`config.mk`:
```
export PLATFORM = sky130hd
export DESIGN_NAME = cache_refill_arbiter
export DESIGN_NICKNAME = d
export VERILOG_FILES = /design/src/rtl/cache_pkg.sv /design/src/rtl/sat_counter.sv /design/src/rtl/cache_refill_arbiter.sv
export SDC_FILE = /design/constraint.sdc
export NUM_CORES = 1
export LEC_CHECK = 0
export ABC_AREA = 1
export CORE_MARGIN = 5
export CORE_UTILIZATION = 43
export CTS_CLUSTER_DIAMETER = 120
export CTS_CLUSTER_SIZE = 20
export DETAILED_ROUTE_END_ITERATION = 16
export GPL_TIMING_DRIVEN = 0
export PLACE_DENSITY = 0.79
export RECOVER_POWER = 50
export SLEW_MARGIN = 20
export SYNTH_ARGS = -nofsm -noshare
export SYNTH_HDL_FRONTEND = slang
export SYNTH_HIERARCHICAL = 1
export SYNTH_SLANG_ARGS = --single-unit
```
`constraint.sdc`:
```
create_clock -name clk -period 2.18 [get_ports clk]
set_clock_uncertainty 0.15 [all_clocks]
set_input_delay 0.654 -clock clk [delete_from_list [all_inputs] [get_ports clk]]
set_output_delay 0.654 -clock clk [all_outputs]
set_load 0.1 [all_outputs]
```
`src/rtl/cache_pkg.sv`:
```
// Shared types and helpers for the cache refill path: line geometry,
// refill FSM state encoding and line-address alignment.
package cache_pkg;

  localparam int ADDR_W      = 32;
  localparam int LINE_W      = 128;
  localparam int OFFSET_BITS = 4;

  typedef enum logic [1:0] {
    IDLE  = 2'd0,
    ISSUE = 2'd1,
    RESP  = 2'd2
  } state_t;

  // Clears the byte-within-line offset so memory only ever sees whole lines.
  function automatic logic [ADDR_W-1:0] line_align(input logic [ADDR_W-1:0] addr);
    return {addr[ADDR_W-1:OFFSET_BITS], {OFFSET_BITS{1'b0}}};
  endfunction

endpackage

```
`src/rtl/sat_counter.sv`:
```
// Saturating event counter with a synchronous clear that beats increment.
module sat_counter #(
  parameter int CNT_W = 16
) (
  input  logic             clk,
  input  logic             rst_n,
  input  logic             inc,
  input  logic             clr,
  output logic [CNT_W-1:0] count
);

  always_ff @(posedge clk or negedge rst_n) begin
    if (!rst_n) begin
      count <= '0;
    end else if (clr) begin
      count <= '0;
    end else if (inc && (count != {CNT_W{1'b1}})) begin
      count <= count + 1'b1;
    end
  end

endmodule

```
`src/rtl/cache_refill_arbiter.sv`:
```
// Round-robin arbiter sharing one main-memory line port between the
// instruction cache (requester 0) and the data cache (requester 1).
module cache_refill_arbiter #(
  parameter int ADDR_W  = cache_pkg::ADDR_W,
  parameter int LINE_W  = cache_pkg::LINE_W,
  parameter int TIMEOUT = 255,
  parameter int CNT_W   = 16
) (
  input  logic              clk,
  input  logic              rst_n,
  input  logic              req0,
  input  logic [ADDR_W-1:0] addr0,
  input  logic              req1,
  input  logic [ADDR_W-1:0] addr1,
  output logic              rsp_valid0,
  output logic              rsp_valid1,
  output logic              rsp_err,
  output logic [LINE_W-1:0] rsp_data,
  output logic              busy,
  output logic              mem_req,
  output logic [ADDR_W-1:0] mem_addr,
  input  logic              mem_ack,
  input  logic [LINE_W-1:0] mem_rdata,
  input  logic              clr_cnt,
  output logic [CNT_W-1:0]  refill_cnt0,
  output logic [CNT_W-1:0]  refill_cnt1
);

  import cache_pkg::*;

  localparam int TW = (TIMEOUT > 1) ? $clog2(TIMEOUT) : 1;

  state_t            state, state_nx;
  logic              gnt_id, gnt_nx;
  logic              last_grant, last_nx;
  logic [TW-1:0]     timer, timer_nx;
  logic              mem_req_nx, rsp_valid0_nx, rsp_valid1_nx, rsp_err_nx, busy_nx;
  logic [ADDR_W-1:0] mem_addr_nx;
  logic [LINE_W-1:0] rsp_data_nx;
  logic              pick1;
  logic              timed_out;

  always_ff @(posedge clk or negedge rst_n) begin
    if (!rst_n) begin
      state      <= IDLE;
      gnt_id     <= 1'b0;
      last_grant <= 1'b1;
      timer      <= '0;
      mem_req    <= 1'b0;
      mem_addr   <= '0;
      rsp_valid0 <= 1'b0;
      rsp_valid1 <= 1'b0;
      rsp_err    <= 1'b0;
      rsp_data   <= '0;
      busy       <= 1'b0;
    end else begin
      state      <= state_nx;
      gnt_id     <= gnt_nx;
      last_grant <= last_nx;
      timer      <= timer_nx;
      mem_req    <= mem_req_nx;
      mem_addr   <= mem_addr_nx;
      rsp_valid0 <= rsp_valid0_nx;
      rsp_valid1 <= rsp_valid1_nx;
      rsp_err    <= rsp_err_nx;
      rsp_data   <= rsp_data_nx;
      busy       <= busy_nx;
    end
  end

  // A tie goes to whichever requester was not granted last.
  always_comb begin
    state_nx      = state;
    gnt_nx        = gnt_id;
    last_nx       = last_grant;
    timer_nx      = timer;
    mem_req_nx    = 1'b0;
    mem_addr_nx   = mem_addr;
    rsp_valid0_nx = 1'b0;
    rsp_valid1_nx = 1'b0;
    rsp_err_nx    = rsp_err;
    rsp_data_nx   = rsp_data;
    pick1         = req1 && (!req0 || !last_grant);
    timed_out     = (TIMEOUT != 0) && (timer == TW'(TIMEOUT - 1));
    case (state)
      IDLE: begin
        if (req0 || req1) begin
          state_nx    = ISSUE;
          gnt_nx      = pick1;
          last_nx     = pick1;
          timer_nx    = '0;
          mem_req_nx  = 1'b1;
          mem_addr_nx = {(pick1 ? addr1[ADDR_W-1:OFFSET_BITS] : addr0[ADDR_W-1:OFFSET_BITS]),
                         {OFFSET_BITS{1'b0}}};
        end
      end
      ISSUE: begin
        timer_nx = timer + 1'b1;
        if (mem_ack || timed_out) begin
          state_nx      = RESP;
          rsp_err_nx    = !mem_ack;
          rsp_data_nx   = mem_ack ? mem_rdata : '0;
          rsp_valid0_nx = !gnt_id;
          rsp_valid1_nx = gnt_id;
        end else begin
          mem_req_nx = 1'b1;
        end
      end
      RESP: begin
        state_nx = IDLE;
      end
      default: begin
        state_nx = IDLE;
      end
    endcase
    busy_nx = (state_nx != IDLE);
  end

  // Only successful fetches count; rsp_err is still valid during RESP.
  sat_counter #(.CNT_W(CNT_W)) u_cnt0 (
    .clk   (clk),
    .rst_n (rst_n),
    .inc   ((state == RESP) && !rsp_err && !gnt_id),
    .clr   (clr_cnt),
    .count (refill_cnt0)
  );

  sat_counter #(.CNT_W(CNT_W)) u_cnt1 (
    .clk   (clk),
    .rst_n (rst_n),
    .inc   ((state == RESP) && !rsp_err && gnt_id),
    .clr   (clr_cnt),
    .count (refill_cnt1)
  );

endmodule

```
==> results.md, run 1 <==
* Status: completed
* Vias in the first global route at around 8700
* Worst setup endpoint: rsp_data[55]
* Crit path buffers/inverters at 1
* WP depth at 1
* Final nets at between 1500 and 2000
* DR WL/cell at between 15 and 20 µm
* RSZ-0062 raised after global routing: false
* TritonCTS Buffers at 14
* Post-Syn Area at about 9000 µm²
* Hold WC Path Type: register to register
* Placed insts at 1773
* Synth Area in Compound Gates at 0.04261
* Largest net degree at the start of global routing at 89
* Worst path required time at 1380 ps
* Worst Reg-to-Reg Cells at 10
* Setup CP Type: register to output pin
* Final setup TNS at 0 ps
* Gpl congestion at ~0.9
* Main synth FF type: dfrtp_1
* Reg-to-reg slack, setup at 140 ps
* Worst r2r src: u_cnt1/count[1]$_DFFE_PN0P_
* Post-route ant nets at 0
* Slew HR at 0.4487
* DRT Wirelength at about 30 mm
* Vias per cell at just under 5
* H-tree depth at 1
* Mean Syn Cell Area at a little over 8 µm²
* Yosys cell types at 32
* Vias post-DR at 8757
* End of the worst register-to-register path: u_cnt1/count[1]$_DFFE_PN0P_
* Core ar. at around 21000 µm²
* Detailed-placement wirelength estimate at 23.38 mm
* # IOs at between 300 and 400
* Crit path max fanout at 2
* Max-cap violations at 0
* Clk buf depth at 3
* Worst-path cell chain: buf_2
* Simple-Gate Fraction of Synth Area at 0.3128
* First-pass GRT wire length at between 40 and 50 mm
* Post-synthesis mux area share at 0
* I/O Buffers at approximately 380
* Async set-reset flop share out of synthesis at 1.000
* DIE HEIGHT at 156.0 µm
* Final Hold Viols at 0
* Top cells by area, synth: dfrtp_1 56%, nand2_1 25%, inv_1 2.5%
* GR Overflow Total at 0
* Tmin final at roughly 2100 ps
* CP max-delay cell: buf_2
* Area delta synth->final at 40.65%
* DIE AREA at between 20000 and 25000 µm²
* Min Hold Slack at slightly above 300 ps
* Largest family of logic cells by synthesized area: simple AND/OR/NAND/NOR gates
* Remaining DRCs at 0
* GRT Total Usage at 0.2410
* Worst Setup SP: rsp_data[55]$_DFFE_PN0P_
* Finished Layout Cells at around 1800
* Seq/Total Area, Yosys at 0.5600
* Endpoints failing setup at 0
* CP top delay family: buffers and inverters
* CP peak stage delay at 460 ps
* Top cell type's share of synthesized area at 0.5571
* Layout cell share with drive strength beyond 1 at 0.1891
* Rows at 53
* CTS Root Buffer Type: clkbuf_16
* Adder-cell share of the synthesized area at 0.005462
* Number of flops mapped to enable cells by yosys at 0
* First drt pass iteration count at 5
* Worst-Skew Late Latency at approximately 470 ps
* Post-CTS setup repair buffer count at 0
* Synth area leader: dfrtp_1
* Max Transition Viols Final at 0
* TritonCTS clock tree: yes
* Die width at around 160 µm
* CP Data Arrival Time at 1340 ps
* Worst-path clk slew at about 90 ps
* Post-Syn Instances at roughly 1100
* Period utilization at 0.9837
* Initial Utilization at 0.4359
* Initial antenna violation count at 0
* Crit start category: register
* Fmax at roughly 470 MHz
* DR iter-0 viols at 550
* Worst-margin pin slew at roughly 830 ps
* Seq cells post-synth at 205
* Clk sinks at between 200 and 250
* Yosys warnings at 6
* Critical Path End Type: output pin
* Post-synthesis xor/xnor area fraction at 0.009559
[area by class of cell]
class                   count  area (µm²)
plain buffers              52       364.1
fillers                  1892        8134
well taps                 275       344.1
inverters                  68       255.2
multi-input cells         789        3387
clock buffers              18       386.6
diodes                      1       2.502
repair buffers            385        2983
flip-flops and latches    205        5149
clock inverters             1       16.27
[cells in the final DEF, fill, tap and decap left out, types with 19 or more instances in the layout]
master / netlist / routed
buf_2: 11 / 165
nor2_1: 38 / 39
o21ai_0: 18 / 19
inv_1: 62 / 63
clkdlybuf4s50_1: 0 / 188
o211ai_1: 28 / 28
nand3_1: 34 / 34
dfrtp_1: 204 / 190
nand2_1: 602 / 603
buf_4: 17 / 31
clkbuf_4: 0 / 19
nand4_1: 19 / 19
[sequential cells by signal (all words and copies together), names as in the netlist]
name,count
busy,1
timer,8
mem_addr,28
rsp_err,1
gnt_id,1
rsp_data,128
mem_req,1
rsp_valid1,1
u_cnt1/count,16
u_cnt0/count,16
rsp_valid0,1
last_grant,1
state,2
[metrics by stage]
stage	setup WS [ps]	utilization	cell area, µm²
5_1_grt	1.082	0.6129	12880
3_3_place_gp	-9340	0.6355	13360
4_1_cts	0.2630	0.6152	12930
3_5_place_dp	-242.3	0.6384	13420
2_1_floorplan	9.124	-	9191
6_report	35.46	0.6131	12890
[cell usage after synthesis (5+ instances only)]
master and count:
nand4_1 19, nand2_1 602, nand2_2 6, clkbuf_1 10, o21bai_1 5, xor2_1 6
o211ai_1 28, inv_1 62, nor2_4 5, nand3_1 34, o21ai_0 18, buf_2 11
nor2_1 38, dfrtp_1 204, buf_4 17, buf_6 9
[timing repair]
item                                   in CTS  in global routing
resized for setup                         972                 27
setup endpoints to repair                 193                 27
hold buffers                                1                  0
endpoints found under the hold margin      31                  0
pin swaps                                   0                  0
[metal layers]
metal  track usage  routed length (µm)  vias to the layer above
met2        0.4063               14820                      343
met5             0                   0                        -
met4       0.09129                1394                        0
met3       0.05603                2482                       88
met1        0.3026               11480                     4114
li1              -                   -                     4212
[kinds of logic (layout without fill, tap and decap cells)]
group / Yosys count / after routing
AOI/OAI and AO/OA: 57 / 57
xor gates and xnor gates: 10 / 10
adders and majority gates: 4 / 4
buffers and inverters: 120 / 524
DFF: 205 / 205
other: 1 / 5
and+or+nand+nor: 714 / 714
[how the worst min path moves through the flow]
stage	depth (start not counted)	slack, ps	endpoint	startpoint
2_1_floorplan	0	210	busy$_DFF_PN0_	rst_n
4_1_cts	1	310	rsp_valid0$_DFF_PN0_	gnt_id$_DFFE_PN0P_
6_report	1	310	rsp_valid0$_DFF_PN0_	gnt_id$_DFFE_PN0P_
5_1_grt	1	330	rsp_valid0$_DFF_PN0_	gnt_id$_DFFE_PN0P_
3_5_place_dp	1	290	rsp_valid0$_DFF_PN0_	gnt_id$_DFFE_PN0P_
3_3_place_gp	1	290	rsp_valid0$_DFF_PN0_	gnt_id$_DFFE_PN0P_
Power of run 1 is left out: the tool's default activity adds up to more than one toggle a clock period on the data nets, which glitch-free logic cannot reach.
==> run 2, diff against run 1 <==
--- a/config.mk
+++ b/config.mk
@@ -6,6 +6,7 @@
 export NUM_CORES = 1
 export LEC_CHECK = 0
 export ABC_AREA = 1
+export CORE_ASPECT_RATIO = 1.4
 export CORE_MARGIN = 5
 export CORE_UTILIZATION = 43
 export CTS_CLUSTER_DIAMETER = 120
==> run 2 against run 1 <==
Against the previous run: via count is 0.18% lower; non-clock buffer count stayed put; clock-buffer cell count is 1 higher; global-route usage is 0.33 points lower; critical path type unchanged; critical endpoint is now refill_cnt0[3].
==> results.md, run 2 (synthesis results as in run 1) <==
* Most frequent cells in the layout: 602 x nand2_1, 190 x dfrtp_1, 188 x clkdlybuf4s50_1
* Final Hold Viols at 0
* Detailed-placement wirelength estimate at 23.07 mm
* Initial Utilization at 0.4337
* CTS Root Buffer Type: clkbuf_16
* Crit start category: register
* H-tree depth at 1
* Status: completed
* Multi-input logic area at roughly 3400 µm²
* DR iter-0 viols at between 600 and 700
* Area delta synth->final at 40.80%
* Worst-path clk slew at approximately 90 ps
* CP max-delay cell: buf_2
* Max-cap violations at 0
* I/O Buffers at 382
* Vias per cell at slightly below 5
* Worst-Skew Late Latency at approximately 480 ps
* Die width at between 100 and 150 µm
* Largest register by flop count: rsp_data
* DIE AREA at approximately 24000 µm²
* Setup CP Type: register to output pin
* Vias post-DR at 8741
* Finished Layout Cells at 1781
* Vias in the first global route at a little under 9000
* Crit path max fanout at 3
* GRT Total Usage at 0.2377
* Slew HR at 0.6323
* Max FFs per register at 128
* Clk sinks at roughly 210
* RSZ-0062 raised after global routing: false
* Post-CTS setup repair buffer count at 0
* Critical Path End Type: output pin
* Commonest non-fill, non-tap cell in the layout: nand2_1
* CP peak stage delay at around 450 ps
* Rows at 63
* Endpoints failing setup at 0
* Worst path required time at ~1400 ps
* TritonCTS Buffers at 14
* TritonCTS clock tree: yes
* Hold WC Path Type: register to register
* First-pass GRT wire length at roughly 47 mm
* Fill count at between 1500 and 2000
* Remaining DRCs at 0
* Initial antenna violation count at 2
* Placed insts at around 1800
* # IOs at 395
* Worst-margin pin slew at 555.3 ps
* First drt pass iteration count at 7
* Crit path buffers/inverters at 1
* Worst-path cell chain: buf_2
* DRT Wirelength at between 20 and 30 mm
* Register area at ~5100 µm²
* Layout cell share with drive strength beyond 1 at 0.1889
* Clk buf depth at 3
* GR Overflow Total at 0
* Largest net degree at the start of global routing at 96
* CP Data Arrival Time at roughly 1300 ps
* Max Transition Viols Final at 0
* Tmin final at roughly 2100 ps
* Core ar. at about 21000 µm²
* Final nets at between 1500 and 2000
* Gpl congestion at a little under 0.9
* Period utilization at 0.9856
* DIE HEIGHT at around 180 µm
* DR WL/cell at 16.74 µm
* Post-route ant nets at 0
* Top Registers: rsp_data (128), mem_addr (28)
* CP top delay family: buffers and inverters
* Fmax at roughly 470 MHz
==> run 2: changes by cell type in the layout (fill, tap and decap cells not counted), moves of 2 or more <==
cell / delta
buf_2: +6
clkbuf_4: -12
buf_6: -2
buf_4: +7
buf_16: +2
clkbuf_1: +2
==> run 2: timing repair <==
item | 4_1_cts | 5_1_grt
hold buffers | 1 | 0
endpoints found under the hold margin | 33 | 0
endpoints found under the setup margin | 193 | 15
pin swaps | 0 | 0
resized for setup | 979 | 15
==> run 2: final cells by class <==
class / count / share of cell area
Tap cell: 260 / 0.02522
Antenna cell: 2 / 0.0003879
Clock inverter: 1 / 0.001261
Buffer: 52 / 0.02783
Timing Repair Buffer: 385 / 0.2327
Inverter: 68 / 0.01998
Clock buffer: 19 / 0.03026
Multi-Input combinational cell: 789 / 0.2633
Sequential cell: 205 / 0.3991
==> run 2: through the flow <==
| stage | utilization | TNS (ps) | cell area [µm²] | hold WS [ps] | worst slack (ps) |
|---|---|---|---|---|---|
| 2_1_floorplan | - | 0 | 9191 | 208.4 | 9.124 |
| 6_report | 0.6107 | 0 | 12900 | 306.7 | 31.36 |
| 3_3_place_gp | 0.6315 | -1765430 | 13340 | 295.5 | -9222 |
| 3_5_place_dp | 0.6343 | -29250 | 13400 | 291.8 | -235.1 |
| 5_1_grt | 0.6107 | 0 | 12900 | 324.9 | 1.236 |
| 4_1_cts | 0.6125 | 0 | 12940 | 304.7 | 0.2205 |
==> run 2: worst paths after layout <==
path	start	to	slack, ps	cells past startpoint
max reg2reg	u_cnt0/count[1]$_DFFE_PN0P_	u_cnt0/count[8]$_DFFE_PN0P_	160	9
min reg2reg	gnt_id$_DFFE_PN0P_	rsp_valid0$_DFF_PN0_	310	1
min in group asynchronous	rst_n	u_cnt0/count[14]$_DFFE_PN0P_	470	2
max in group asynchronous	rst_n	rsp_data[126]$_DFFE_PN0P_	220	4
min	gnt_id$_DFFE_PN0P_	rsp_valid0$_DFF_PN0_	310	1
max	u_cnt0/count[3]$_DFFE_PN0P_	refill_cnt0[3]	30	1
==> run 2: metal layers <==
layer | part of all wire | track usage
met1 | 0.37 | 0.2763
met4 | 0.031 | 0.07040
met5 | 0 | 0
met3 | 0.073 | 0.05461
met2 | 0.53 | 0.4363
Power of run 2 is left out for the same reason.
==> run 3, diff against run 2 <==
--- a/config.mk
+++ b/config.mk
@@ -18,5 +18,4 @@
 export SLEW_MARGIN = 20
 export SYNTH_ARGS = -nofsm -noshare
 export SYNTH_HDL_FRONTEND = slang
-export SYNTH_HIERARCHICAL = 1
 export SYNTH_SLANG_ARGS = --single-unit
==> run 3 against run 2 <==
Against the previous run: largest cell class unchanged; cell area barely moved; sequential cell count did not move; register-to-register slack improved by 60 ps; first-iteration DRC count fell by 20%; critical path depth did not move.
==> results.md, run 3 <==
* Status: completed
* DIE AREA at 24270 µm²
* Synth area leader: dfrtp_1
* Vias post-DR at ~9000
* Core ar. at between 20000 and 25000 µm²
* # IOs at 395
* Worst Reg-to-Reg Cells at 9
* Post-CTS setup repair buffer count at 0
* Detailed-placement wirelength estimate at ~23 mm
* Crit path buffers/inverters at 1
* Top post-synthesis cells by count: 411 x nand2_1, 204 x dfrtp_1, 169 x nand3_1
* Seq cells post-synth at approximately 210
* Met3 Usage GRT at 0.06067
* Post-Syn Instances at between 1000 and 1500
* Initial antenna violation count at 1
* Vias in the first global route at approximately 9000
* Worst-path cell chain: buf_2
* I/O Buffers at approximately 380
* TritonCTS Buffers at 14
* Min Hold Slack at slightly above 300 ps
* Remaining DRCs at 0
* Main synth FF type: dfrtp_1
* TritonCTS clock tree: yes
* Initial Utilization at 0.4334
* Post-Syn Area at 9121 µm²
* Setup CP Type: register to output pin
* Vias per cell at 5.074
* GRT busiest layer: met2
* Commonest non-fill, non-tap cell in the layout: nand2_1
* CTS Root Buffer Type: clkbuf_16
* Top cell type's share of synthesized area at 0.5597
* Max FFs per register at roughly 130
* Met2 Track Usage GR at 0.4477
* Hold Crit Depth at 1
* Largest net degree at the start of global routing at approximately 90
* Most frequent cell after synthesis: nand2_1
* Yosys cell types at 27
* Worst path required time at ~1400 ps
* Crit start category: register
* Period utilization at 0.9841
* Hold path start: gnt_id$_DFFE_PN0P_
* First-pass GRT wire length at a little under 50 mm
* Tmin final at ~2100 ps
* Worst-path clk slew at 90 ps
* Die width at about 130 µm
* Number of flops mapped to enable cells by yosys at 0
* Fill count at approximately 1900
* Mean Syn Cell Area at just over 8 µm²
* DR iter-0 viols at approximately 520
* Rows at 63
* Max Transition Viols Final at 0
* Largest register by flop count: rsp_data
* Diode count at 0
* Slew HR at 0.6178
* Worst-Skew Late Latency at around 480 ps
* Endpoints failing setup at 0
* DIE HEIGHT at roughly 180 µm
* Hold Path End: rsp_valid0$_DFF_PN0_
* GR Overflow Total at 0
* CP top delay family: buffers and inverters
* Clk sinks at 205
* Seq/Total Area, Yosys at 0.5626
* Hold WC Path Type: register to register
* Area delta synth->final at 41.41%
* Top cells by area, synth: dfrtp_1 56%, nand2_1 17%, nand3_1 9.3%
* Final Hold Viols at 0
* Crit path max fanout at 5
* Max-cap violations at 0
* Layout cell share with drive strength beyond 1 at 0.1806
* Clk buf depth at 3
* Worst r2r src: timer[0]$_DFFE_PN0P_
* CP peak stage delay at about 440 ps
* Final Util at 0.6129
* Async set-reset flop share out of synthesis at 1.000
* DRT Wirelength at around 30 mm
* CP Data Arrival Time at between 1000 and 1500 ps
* End of the worst register-to-register path: rsp_data[122]$_DFFE_PN0P_
* DR WL/cell at between 15 and 20 µm
* Critical Path End Type: output pin
* Reg-to-reg slack, setup at ~220 ps
* CP max-delay cell: buf_2
* Yosys warnings at 0
* GRT met1 Usage at 0.2795
* GRT Total Usage at 0.2442
* First drt pass iteration count at 5
* Post-route ant nets at 0
* Worst-margin pin slew at 573.4 ps
* Final nets at about 1700
* H-tree depth at 1
* Gpl congestion at 0.8975
* Most frequent cells in the layout: 411 x nand2_1, 193 x dfrtp_1, 188 x clkdlybuf4s50_1
* Fmax at between 400 and 500 MHz
* Top Registers: rsp_data (128), mem_addr (28)
* Final setup TNS at 0 ps
==> run 3: changes by cell type in the layout (fill, tap and decap cells not counted), moves of 8 or more <==
| cell | before | now |
|---|---|---|
| clkbuf_1 | 17 | 36 |
| buf_2 | 171 | 186 |
| o211ai_1 | 28 | 0 |
| o21ai_0 | 19 | 77 |
| nand3_1 | 34 | 169 |
| buf_4 | 38 | 23 |
| nor2_1 | 39 | 63 |
| inv_1 | 63 | 49 |
| nand4_1 | 19 | 27 |
| nand2_1 | 602 | 411 |
==> run 3: layout make-up <==
cell class                      instances  area [µm²]  area share
Buffer                                 65       310.3     0.02406
Sequential cell                       205        5145      0.3989
Timing Repair Buffer                  386        3015      0.2338
Tap cell                              260       325.3     0.02522
Multi-Input combinational cell        788        3506      0.2718
Inverter                               51       191.4     0.01484
Clock buffer                           20       372.9     0.02891
Clock inverter                          2       32.53    0.002522
==> run 3: logic make-up (layout without fill, tap and decap cells) <==
family	after synthesis	after routing	synth area share
DFF	205	205	0.5626
buffers and inverters	116	524	0.05432
and+or+nand+nor	688	688	0.3221
xor gates and xnor gates	8	8	0.007682
other	1	4	0.0004111
AOI/OAI and AO/OA	84	84	0.04746
adders and majority gates	4	4	0.005487
==> run 3: worst max path at each step <==
| stage | from | to | slack, ps | cells after the start |
|---|---|---|---|---|
| final | u_cnt0.count[3]$_DFFE_PN0P_ | refill_cnt0[3] | 30 | 1 |
| after global routing | timer[0]$_DFFE_PN0P_ | rsp_data[10]$_DFFE_PN0P_ | -0.7 | 9 |
| after CTS | u_cnt1.count[9]$_DFFE_PN0P_ | refill_cnt1[9] | 3 | 1 |
| after detailed placement | mem_ack | rsp_data[112]$_DFFE_PN0P_ | -630 | 5 |
| after global placement | rst_n | u_cnt0.count[7]$_DFFE_PN0P_ | -9380 | 1 |
| after floorplan | u_cnt1.count[8]$_DFFE_PN0P_ | u_cnt1.count[11]$_DFFE_PN0P_ | 10 | 9 |
==> run 3: through the flow <==
stage	std cells	area (µm²)	setup slack (ps)
final	1777	12900	34.61
after global routing	1777	12900	-0.7241
after CTS	1776	12860	3.392
after detailed placement	1753	13360	-628.9
after global placement	1751	13300	-9382
after floorplan	1109	9146	13.57
==> run 3: routing by layer <==
layer / vias to the layer above / routed length (µm) / share of wire
met5: - / 13 / 0.00043
met4: 2 / 994 / 0.033
met3: 56 / 2386 / 0.078
met2: 321 / 15930 / 0.52
met1: 4279 / 11140 / 0.37
li1: 4359 / - / -
==> run 3: repair_timing <==
item                                    CTS  global route
endpoints found under the hold margin    57             0
hold buffers                              1             0
cloned                                    0             1
endpoints found under the setup margin  195            34
gates resized for setup                 987            14
Power of run 3 is left out for the same reason.
==> patch 1: new RTL, flow settings as in run 2 <==
Put a register stage on the output `refill_cnt1`. The value now appears one clock later. The other outputs are not delayed to match.
--- a/src/rtl/cache_refill_arbiter.sv
+++ b/src/rtl/cache_refill_arbiter.sv
@@ -30,4 +30,6 @@
 
   localparam int TW = (TIMEOUT > 1) ? $clog2(TIMEOUT) : 1;
+
+  logic [CNT_W-1:0] refill_cnt1_d;
 
   state_t            state, state_nx;
@@ -131,6 +133,10 @@
     .inc   ((state == RESP) && !rsp_err && gnt_id),
     .clr   (clr_cnt),
-    .count (refill_cnt1)
+    .count (refill_cnt1_d)
   );
+
+  always_ff @(posedge clk) begin
+    refill_cnt1 <= refill_cnt1_d;
+  end
 
 endmodule
Check against the original RTL: not settled (the Yosys comparison gave no result); the edit may change what the design does.
==> patch 1 against run 2 <==
- sequential share of layout area rose by 1.3 points
- first-iteration DRC count decreased by 20%
- final cell count is 3.3% higher
- area after synthesis up 3.5%
- worst setup slack better by 0.0055 ns
- sequential cell count up 16
- maximum frequency increased by 0.26%
- hold slack worse by 0.026 ns
- final area up 2.7%
- routed wire length up 4.2%
- via count rose by 0.73%
- non-clock buffer count unchanged
- largest cell class unchanged
Power is left out: the tool's default activity adds up to more than one toggle a clock period on the data nets, which glitch-free logic cannot reach.
==> patch 1: results (changes against run 2) <==
* Status: finished clean
* Initial antenna violation count at 8 (+6)
* Dpl cells at 1,811 (+3.0%)
* Detailed Place HPWL at 23.9 mm (+3.5%)
* Slowest CP cell: buf_2
* First-pass GRT wire length at 48.1 mm (+2.5%)
* Yosys top cell area share at 53.8% (-1.9 points)
* Reg clk slew, reported paths at 0.09 ns (about the same)
* Drt first-iter violations at 517 (-20%)
* Kind of cell adding the most delay to the critical path: buffers and inverters
* GRT Resource Usage Total at 24.3% (+0.57 points)
* Synth Flop Type: dfrtp_1
* Flop2flop setup slack at 0.11 ns (-0.05 ns)
* Hold-critical path depth at 0 (-1)
* Netlist cell types at 33 (+3.1%)
* Hold EP: refill_cnt1[3]$_DFF_P_
* CTS Buf Count at 15 (+1)
* Clock buffer depth at 3 (unchanged)
* Nets at 1,734 (+0.99%)
* Post-synth top cells: nand2_1, dfrtp_1, inv_1, nor2_1, nand3_1
* Slew HR at 38.4% (-25 points)
* Largest cells by area after synthesis: dfrtp_1, nand2_1, dfxtp_1, inv_1, o211ai_1
* Biggest regs: rsp_data (128), mem_addr (28)
* Critical Path Max Stage Delay at 0.45 ns (about the same)
* Number of fill cells at 1,968 (+2.3%)
* Post-Synthesis Cells at 1,127 (+1.4%)
* Share of cells above drive strength 1 at 18.5% (-0.43 points)
* Reg-to-Reg End: u_cnt0/count[6]$_DFFE_PN0P_
* Synth warnings at 6 (unchanged)
* RR Startpoint: u_cnt0/count[1]$_DFFE_PN0P_
* CP startpoint: rsp_data[71]$_DFFE_PN0P_
* Root Buffer: clkbuf_16
* Post-Route WL at 31.1 mm (+4.2%)
* Final RePlAce weighted congestion at 0.877 (-0.66%)
* Worst Hold Class: reg -> reg
* Largest net degree at the start of global routing at 74 (-23%)
* Worst-path fanout max at 2 (-1)
* Ys async rst share at 92.8% (-7.2 points)
* Max-Cap Viols at 0 (unchanged)
* Via density at 4.79 (-2.5%)
* # H-tree levels at 1 (unchanged)
* Worst-Skew Late Latency at 0.48 ns (about the same)
* Min-delay src: u_cnt1/count[3]$_DFFE_PN0P_
* First drt pass iteration count at 6 (-1)
* Worst r2r path cells at 10 (+1)
* Routed WL per cell at 16.9 um (+0.86%)
* # port buffers at 382 (unchanged)
* Register area share after synthesis at 57.5% (+1.5 points)
==> patch 1: cell types whose count changed after synthesis <==
cell,change
dfxtp_1,+16
==> patch 1: per-layer routing <==
metal	track usage (%)	up-vias	part of all wire (%)
met5	0	-	0.15
met4	9.52	6	4.1
met3	7.36	72	9.4
met2	41.6	362	50
met1	28.8	4092	36
li1	-	4273	-
==> patch 1: stage by stage <==
stage	hold WS, ns	worst slack [ns]	area, um2
CTS	0.282	0.00358	13300
finish	0.280	0.0368	13300
detailed placement	0.262	-0.251	13800
global route	0.300	0.00118	13300
global placement	0.266	-9.29	13700
floorplan	0.208	0.00912	9500
==> patch 1: what timing repair did <==
item                                    in CTS  in global routing
endpoints found under the hold margin       58                  0
resized for setup                          952                 23
endpoints found under the setup margin     193                 19
hold buffers                                 1                  0
buffers inserted                             0                  0
==> patch 1: area by class of cell <==
type | count | share of cell area [%]
flip-flops and latches | 221 | 41.2
multi-input cells | 789 | 25.6
repair buffers | 385 | 22.4
clock buffers | 21 | 3.00
well taps | 297 | 2.80
plain buffers | 52 | 2.63
inverters | 68 | 1.96
clock inverters | 2 | 0.217
diodes | 5 | 0.0944
==> patch 1: cell families (layout without fill, tap and decap cells) <==
logic type	after synthesis	after routing	share of synthesized area, %
buffers and inverters	120	528	6.68
other	1	9	0.0395
XOR/XNOR	10	10	0.924
flip-flops	221	221	57.5
AND/OR/NAND/NOR	714	714	30.2
adder cells (fa/ha/maj)	4	4	0.528
AO/OA/AOI/OAI	57	57	4.12
==> patch 1: worst max-delay path by stage <==
stage	endpoint	slack (ns)	cells past startpoint
global route	refill_cnt1[0]	0.001	1
floorplan	u_cnt0/count[13]$_DFFE_PN0P_	0.009	9
detailed placement	refill_cnt0[13]	-0.25	1
finish	rsp_data[71]	0.04	1
global placement	u_cnt0/count[7]$_DFFE_PN0P_	-9.29	1
CTS	rsp_data[63]	0.004	1
==> patch 2: new RTL, config.mk and constraints of run 2 <==
Made on the original files. `TIMEOUT`: 255 -> 510.
--- a/src/rtl/cache_refill_arbiter.sv
+++ b/src/rtl/cache_refill_arbiter.sv
@@ -4,5 +4,5 @@
   parameter int ADDR_W  = cache_pkg::ADDR_W,
   parameter int LINE_W  = cache_pkg::LINE_W,
-  parameter int TIMEOUT = 255,
+  parameter int TIMEOUT = 510,
   parameter int CNT_W   = 16
 ) (
Behaviour: no difference found for any inputs over 4 cycles, from zero or initial values and one cycle with rst_n low; that may be too few to reach the edited logic, so the function may still have changed.
==> patch 2 against run 2 <==
- area after synthesis up 3.0%
- routed wire length rose by 2.7%
- worst setup slack improved by 0.011 ns
- final area grew 2.4%
- sequential cell count grew 1
- first-iteration DRC count fell by 18%
- critical path depth did not move
- critical path type unchanged
- highest routed layer unchanged
Power is not shown: default switching activity piles up to over one toggle a cycle in this logic, so the estimate is an artifact.
==> patch 2: results (changes against run 2) <==
* Status: finished clean
* Length of routed wiring on met1 at 11.2 mm (+2.1%)
* Netlist cell types at 31 (-3.1%)
* CP startpoint: u_cnt0/count[4]$_DFFE_PN0P_
* First drt pass iteration count at 5 (-2)
* Number of fill cells at 2,020 (+5.0%)
* Post-route insts no fill at 1,872 (+5.1%)
* Final RePlAce weighted congestion at 0.885 (+0.31%)
* Kind of cell adding the most delay to the critical path: buffers and inverters
* GR Layer Usage met3 at 5.60% (+0.14 points)
* Synth warnings at 6 (unchanged)
* Min-delay src: gnt_id$_DFFE_PN0P_
* Worst-Skew Late Latency at 0.47 ns
* GRT Resource Usage Total at 24.0% (+0.19 points)
* Register area share after synthesis at 54.6% (-1.4 points)
* Worst r2r path cells at 10 (+1)
* Met2 Track Usage GR at 43.0% (-0.67 points)
* First-pass GRT wire length at 47.8 mm (+1.9%)
* Setup bufs post-CTS at 0 (unchanged)
* Largest net degree at the start of global routing at 97 (+1.0%)
* CP endpoint: refill_cnt0[4]
* Wire length on met3 at 2.16 mm (-0.69%)
* Max Fclk at 468 MHz (+0.52%)
* Share of cells above drive strength 1 at 18.8% (-0.064 points)
* Vias in the first global route at 9,154 (+3.9%)
* Nets at 1,768 (+3.0%)
* RR Startpoint: u_cnt1/count[0]$_DFFE_PN0P_
* Post-synth top cells: nand2_1, dfrtp_1, nand3_1, nor2_1, inv_1
* DR vias at 9,101 (+4.1%)
* Min Hold Slack at 0.307 ns (+0.000524 ns)
* Root Buffer: clkbuf_16
* Met2 WL at 16.0 mm (+1.1%)
* Reg-to-Reg End: u_cnt1/count[6]$_DFFE_PN0P_
* Worst-Margin Slew at 0.613 ns (+0.0575 ns)
* Initial antenna violation count at 3 (+1)
* Drt first-iter violations at 529 (-18%)
* Detailed Place HPWL at 23.8 mm (+3.0%)
* Routed WL per cell at 16.4 um (-2.3%)
* Worst slack, placed at -0.539 ns (-0.304 ns)
* Dpl cell area at 0.0137 mm2 (+2.4%)
* Syn Area/Cell at 8.12 um2 (-1.5%)
* Largest cells by area after synthesis: dfrtp_1, nand2_1, nand3_1, nor2_1, nand2_2
* GRT met1 Usage at 26.9% (-0.73 points)
* Worst-path fanout max at 5 (+2)
* Biggest regs: rsp_data (128), mem_addr (28)
[patch 2: changes by cell type in the layout (fill, tap and decap cells not counted), moves of 18 or more]
cell and delta:
buf_4 -18, inv_1 -27, clkbuf_1 +20, o211ai_1 -28, nand3_1 +124, nand2_2 +18, nand2_1 -58
[patch 2: repair_timing]
item	in CTS	in global routing
hold endpoints to repair	45	0
hold buffers	1	0
endpoints found under the setup margin	202	17
resized for setup	977	17
[patch 2: logic make-up after synthesis]
kind of cell / count (synthesis) / synth area share (%)
simple gates: 801 / 35.9
xor+xnor: 10 / 0.928
buf+inv: 106 / 5.78
compound gates: 34 / 2.16
flops: 206 / 54.6
fa+ha+maj: 4 / 0.530
other cells: 1 / 0.0397
[patch 2: cell type report]
type	instances	area, um2	area share (%)
flip-flops and latches	206	5170	39.1
multi-input cells	853	3720	28.1
repair buffers	385	2990	22.6
clock buffers	21	398	3.01
plain buffers	65	387	2.93
well taps	297	372	2.81
inverters	41	156	1.18
clock inverters	1	16.3	0.123
diodes	3	7.51	0.0568
